## src/rtl/pipeline_hazard_ctrl.sv

```systemverilog
// Pipeline hazard sequencer for the 16-bit five-stage pipeline.
// Drives PC/IF-ID write enables, the IF/ID flush, the ID/EX bubble and the
// back-end hold. It resolves load-use stalls, taken-branch flushes and
// multi-cycle data-memory waits, and keeps saturating stall/flush counters.
// Control outputs are purely combinational from the current state and inputs.
module pipeline_hazard_ctrl #(
  parameter int REG_W        = 2,
  parameter int WIN_W        = 2,
  parameter int FLUSH_CYCLES = 1,
  parameter int CNT_W        = 16
) (
  input  logic             clk,
  input  logic             rst,
  input  logic [REG_W-1:0] ifid_rs,
  input  logic [REG_W-1:0] ifid_rt,
  input  logic             ifid_uses_rt,
  input  logic [WIN_W-1:0] ifid_window,
  input  logic             idex_memread,
  input  logic [REG_W-1:0] idex_rd,
  input  logic [WIN_W-1:0] idex_window,
  input  logic             ex_branch_taken,
  input  logic             mem_req,
  input  logic             mem_ack,
  input  logic             cnt_clr,
  output logic             pc_write,
  output logic             ifid_write,
  output logic             ifid_flush,
  output logic             idex_bubble,
  output logic             pipe_hold,
  output logic [1:0]       state,
  output logic [CNT_W-1:0] stall_cnt,
  output logic [CNT_W-1:0] flush_cnt
);

  typedef enum logic [1:0] {
    RUN        = 2'd0,
    LOAD_STALL = 2'd1,
    MEM_WAIT   = 2'd2,
    FLUSH      = 2'd3
  } state_t;

  // Extra flush cycles still owed after the cycle in which a branch resolves.
  localparam logic [2:0] FLUSH_RELOAD = 3'(FLUSH_CYCLES - 1);

  state_t     state_reg, state_next;
  logic [2:0] remain_reg, remain_next;

  logic load_use;
  logic mem_busy;
  logic run_eval;
  logic flush_evt;
  logic pc_write_c, ifid_write_c, ifid_flush_c, idex_bubble_c, pipe_hold_c;

  // Register numbers only alias when they live in the same window.
  assign load_use = idex_memread &
                    (({idex_window, idex_rd} == {ifid_window, ifid_rs}) |
                     (ifid_uses_rt & ({idex_window, idex_rd} == {ifid_window, ifid_rt})));

  assign mem_busy = mem_req & ~mem_ack;

  // State register and remaining-flush counter.
  always_ff @(posedge clk or posedge rst) begin
    if (rst) begin
      state_reg  <= RUN;
      remain_reg <= '0;
    end else begin
      state_reg  <= state_next;
      remain_reg <= remain_next;
    end
  end

  // Next-state and control decode; RUN rules are shared with the MEM_WAIT ack cycle.
  always_comb begin
    state_next    = state_reg;
    remain_next   = remain_reg;
    pc_write_c    = 1'b1;
    ifid_write_c  = 1'b1;
    ifid_flush_c  = 1'b0;
    idex_bubble_c = 1'b0;
    pipe_hold_c   = 1'b0;
    flush_evt     = 1'b0;
    run_eval      = 1'b0;

    case (state_reg)
      RUN: run_eval = 1'b1;

      MEM_WAIT: begin
        if (!mem_ack) begin
          pc_write_c   = 1'b0;
          ifid_write_c = 1'b0;
          pipe_hold_c  = 1'b1;
          state_next   = MEM_WAIT;
        end else begin
          run_eval = 1'b1;
        end
      end

      LOAD_STALL: begin
        // The bubble is already in EX, so the hazard check is skipped here.
        if (mem_busy) begin
          pc_write_c   = 1'b0;
          ifid_write_c = 1'b0;
          pipe_hold_c  = 1'b1;
          state_next   = MEM_WAIT;
        end else begin
          state_next = RUN;
        end
      end

      FLUSH: begin
        if (mem_busy) begin
          // A memory wait abandons whatever flush cycles were left.
          pc_write_c   = 1'b0;
          ifid_write_c = 1'b0;
          pipe_hold_c  = 1'b1;
          state_next   = MEM_WAIT;
        end else begin
          ifid_flush_c  = 1'b1;
          idex_bubble_c = 1'b1;
          if (ex_branch_taken) begin
            flush_evt   = 1'b1;
            remain_next = FLUSH_RELOAD;
            state_next  = FLUSH;
          end else begin
            remain_next = remain_reg - 3'd1;
            if (remain_reg == 3'd1) begin
              state_next = RUN;
            end
          end
        end
      end

      default: state_next = RUN;
    endcase

    if (run_eval) begin
      if (mem_busy) begin
        pc_write_c   = 1'b0;
        ifid_write_c = 1'b0;
        pipe_hold_c  = 1'b1;
        state_next   = MEM_WAIT;
      end else if (ex_branch_taken) begin
        ifid_flush_c  = 1'b1;
        idex_bubble_c = 1'b1;
        flush_evt     = 1'b1;
        if (FLUSH_CYCLES > 1) begin
          state_next  = FLUSH;
          remain_next = FLUSH_RELOAD;
        end else begin
          state_next = RUN;
        end
      end else if (load_use) begin
        pc_write_c    = 1'b0;
        ifid_write_c  = 1'b0;
        idex_bubble_c = 1'b1;
        state_next    = LOAD_STALL;
      end else begin
        state_next = RUN;
      end
    end
  end

  // While reset is held the pipeline is kept empty regardless of state.
  assign pc_write    = ~rst & pc_write_c;
  assign ifid_write  = ~rst & ifid_write_c;
  assign ifid_flush  = rst | ifid_flush_c;
  assign idex_bubble = rst | idex_bubble_c;
  assign pipe_hold   = ~rst & pipe_hold_c;
  assign state       = state_reg;

  // Counter 0 counts PC-stalled cycles, counter 1 counts taken-branch flushes.
  logic [1:0]       cnt_evt;
  logic [CNT_W-1:0] cnt_reg [2];

  assign cnt_evt[0] = ~pc_write_c;
  assign cnt_evt[1] = flush_evt;

  for (genvar gi = 0; gi < 2; gi++) begin : g_cnt
    // Saturating event counter; clear wins over increment.
    always_ff @(posedge clk or posedge rst) begin
      if (rst) begin
        cnt_reg[gi] <= '0;
      end else if (cnt_clr) begin
        cnt_reg[gi] <= '0;
      end else if (cnt_evt[gi] && (cnt_reg[gi] != {CNT_W{1'b1}})) begin
        cnt_reg[gi] <= cnt_reg[gi] + 1'b1;
      end
    end
  end

  assign stall_cnt = cnt_reg[0];
  assign flush_cnt = cnt_reg[1];

endmodule

```

## config.mk

```make
export PLATFORM = sky130hd
export DESIGN_NAME = pipeline_hazard_ctrl
export DESIGN_NICKNAME = d
export VERILOG_FILES = /design/src/rtl/pipeline_hazard_ctrl.sv
export SDC_FILE = /design/constraint.sdc
export NUM_CORES = 1
export LEC_CHECK = 0
export CAP_MARGIN = 0
export CORE_AREA = 2 2 76 78
export CTS_CLUSTER_DIAMETER = 30
export CTS_CLUSTER_SIZE = 16
export DETAILED_ROUTE_END_ITERATION = 10
export DIE_AREA = 0 0 78 80
export PLACE_DENSITY = 0.81
export SLEW_MARGIN = 5
export SYNTH_ARGS = -nofsm -noshare
export SYNTH_HDL_FRONTEND = slang
export SYNTH_SLANG_ARGS = --single-unit
```

## constraint.sdc

```tcl
create_clock -name clk -period 2.25 [get_ports clk]
set_input_delay 0.45 -clock clk [delete_from_list [all_inputs] [get_ports clk]]
set_output_delay 0.45 -clock clk [all_outputs]
set_load 0.02 [all_outputs]
```

==> metrics.cfg <==
[hold_path]
holdPathStages=2
whs_endpoint=remain_reg[1]$_DFFE_PP0P_
min_from=remain_reg[1]$_DFFE_PP0P_
worstHoldPathType=reg2reg

[clock_network]
numCtsBuffers=5
clk_pin_slew_ns=0.08
tritoncts=built
clock_latency_ns=0.29
cts-root-buf=clkbuf_8
cts.htree.levels=2
clock_sinks=37
clk_path_buf_depth=2
hold_buffers=0

[drt]
postRouteAntennaNets=0
finalWirelength_mm=6.221
drt_iter0_drc=157
vias=2386
via_per_inst=5.681
drc=0
wl_per_cell_um=14.81
detail_route.first_pass.iterations=4

[worst_setup_path]
reg2reg_depth=8
crit_type=reg2reg
critPathMostFrequentCell=buf_6
r2r_start=state[0]$_DFFE_PP0P_
crit_path_start_kind=flip-flop
critical_path.slowest_cell=or4_1
crit_fanout=6
cp_cell_sequence=buf_6, ha_4, o31ai_4, o221a_4, buf_6, o21ba_4, or4_1, and3_1
startpoint=state[0]$_DFFE_PP0P_
r2r_slack_ns=-0.03
required_ns=2.43
timing.rr.end=stall_cnt[9]$_DFFE_PP0P_
crit_arrival_ns=2.45
crit_path_end_kind=flip-flop
critPathMaxStageDelay_ns=0.50

[final_layout]
diodes=0
seq_area_sq_um=928.4
fin_nets=374
drive_above_1_share=0.2328
fin_cells=420
areaGrowthSynthToFinish_pct=46.36
fillCellCount=454
multi_input_area_sq_um=1514

[grt]
antenna_found_initial=0
met1_usage=0.2394
grt_max_degree=38
met2_usage=0.3603
grt_pass1_vias=2282
grt_overflow=0
grt_pass1_wl_mm=10.16
grtUsageTotal=0.1988
globalRouteMet3Util=0.03959
grt_busiest_layer=met2

[die]
io_pins=57
die_area_sq_um=6240
rows=27
chipHeight_um=80
initial_core_util=0.4389
core_area_sq_um=5405
die_w_um=78

[yosys]
avgSynthCellArea_sq_um=9.089
ys.flop_type=dfrtp_1
synthCells=261
syn_nets=288
synth-edff-count=0
synth-seq-cells=37
yosysUniqueCellTypes=48
postSynth.asyncResetShare=1.000
yosysWarnings=0
yosysSeqAreaShare=0.3903
syn_area_sq_um=2372

[placement]
io_buffer_count=56
place.gp.congestion=0.8498
place_hpwl_mm=4.172
place_inst=406

[pwr]
p_switching_mw=0.8241
power_mw=2.330
seq_power_share=0.344
combPwrFrac=0.448
power_density_nw_per_um2=671.1
p_int_mw=1.506
pwr-share-clk=0.208
ir_drop_mv=0.4143
swShare=0.3537
p_leak_nw=1.452

[sta]
max_slew.worst_pin.slew_ns=0.7402
finClkSkew_ns=0.006609
max_freq_mhz=438.9
min_period_ns=2.278
setup_ws_ns=-0.02834
setup_tns_ns=-0.03003
finalSetupViolCount=2
slew_violations=0
hold_viol_final=0
grt_setup_unrepaired=true
fin_crit_sh=1.013
relSlewSlack=0.5050

[run]
cap_violations=0

[outcome]
failed_checks=setup timing
status=finished, violations left

## timing repair
item	CTS	global route
pin swaps	6	15
gates resized for setup	32	32
gates cloned	2	0
endpoints found under the setup margin	18	20
buffers inserted	1	3
## critical path, delay by kind of cell, from the launching register on
family / cells / cell delay [ns]
AO/OA/AOI/OAI: 3 / 0.63
flip-flops: 1 / 0.43
AND/OR/NAND/NOR: 2 / 0.69
buffers and inverters: 2 / 0.24
adder cells (fa/ha/maj): 1 / 0.16
## layout make-up
type	instances	area share
flip-flops and latches	37	0.2674
multi-input cells	202	0.4360
clock buffers	8	0.02595
well taps	72	0.02595
repair buffers	90	0.2328
inverters	11	0.01189
## synth_stat cells, drive strengths merged (2+ instances only)
master,number,area (sq um)
a211oi,2,15.01
inv,11,41.29
dfrtp,37,925.9
xor2,12,105.1
or4,9,67.56
nor2b,5,31.28
and3,5,31.28
o211ai,4,30.03
o211a,2,20.02
mux2i,4,40.04
a21oi,13,65.06
nor3,5,25.02
o21bai,2,15.01
nor2,25,93.84
nand2,19,71.32
nand3,9,45.04
or3,2,12.51
and4,3,26.28
a21o,2,15.01
nor4,2,12.51
buf,5,40.04
ha,9,112.6
nand4,8,50.05
o31ai,10,80.07
xnor2,6,52.55
nand2b,2,12.51
clkbuf,8,30.03
mux2,4,45.04
o2111ai,4,35.03
and2,5,31.28
o21ai,14,70.07
## cell usage in the layout (no fill, tap or decap), drive strengths merged, types with 2 or more instances in the layout
cell type / netlist / routed
o211ai: 4 / 4
nand2b: 2 / 2
and2: 5 / 5
clkdlybuf4s50: 0 / 47
dlygate4sd2: 0 / 2
inv: 11 / 11
a211oi: 2 / 2
o21ai: 14 / 14
nor4: 2 / 2
and3: 5 / 5
and4: 3 / 3
nor3: 5 / 5
o2111ai: 4 / 4
nor2: 25 / 25
or4: 9 / 9
o21ba: 1 / 3
ha: 9 / 9
o211a: 2 / 2
nor2b: 5 / 5
a21oi: 13 / 13
o31ai: 10 / 10
mux2: 4 / 4
xnor2: 6 / 6
a21o: 2 / 2
mux2i: 4 / 4
buf: 5 / 38
dlymetal6s2s: 0 / 2
or3: 2 / 2
xor2: 12 / 12
nand2: 19 / 19
nand3: 9 / 9
dfrtp: 37 / 37
clkbuf: 8 / 9
nand4: 8 / 8
o21bai: 2 / 2
## cell families after synthesis
kind of cell	share of synthesized area
simple gates	0.2326
compound gates	0.1804
flops	0.3903
buf+inv	0.04694
xor+xnor	0.06646
fa+ha+maj	0.04747
mux	0.03586
## per-stage QoR
step	area (sq um)	util	setup WS, ns	hold WS, ns
final	3472	0.6424	-0.02834	0.4794
after global routing	3472	0.6424	-0.1038	0.5336
after CTS	3327	0.6155	-0.007883	0.4810
after detailed placement	3192	0.5905	-0.5558	0.4642
after global placement	3192	0.5905	-0.4562	0.4618
after floorplan	2386	-	0.01056	0.4485
## power groups by stage
stage	sequential (mW)	combinational, mW	clock (mW)
floorplan	0.835	0.487	0
global placement	0.803	0.808	0
detailed placement	0.805	0.831	0
CTS	0.795	0.893	0.491
global route	0.812	1.12	0.524
finish	0.802	1.04	0.485
## per-layer routing
metal	vias to the layer above	part of all wire
met1	1152	0.41
met5	-	0
met2	86	0.53
li1	1133	-
met4	0	0.015
met3	15	0.047
## worst max-delay path by stage
| stage | endpoint | slack [ns] | cells after the start |
|---|---|---|---|
| finish | stall_cnt[9]$_DFFE_PP0P_ | -0.03 | 8 |
| detailed placement | idex_bubble | -0.56 | 7 |
| global placement | idex_bubble | -0.46 | 7 |
| global route | stall_cnt[9]$_DFFE_PP0P_ | -0.10 | 8 |
| floorplan | pc_write | 0.01 | 6 |
| CTS | stall_cnt[9]$_DFFE_PP0P_ | -0.008 | 8 |
No activity file was read; power rests on OpenSTA's default activity.
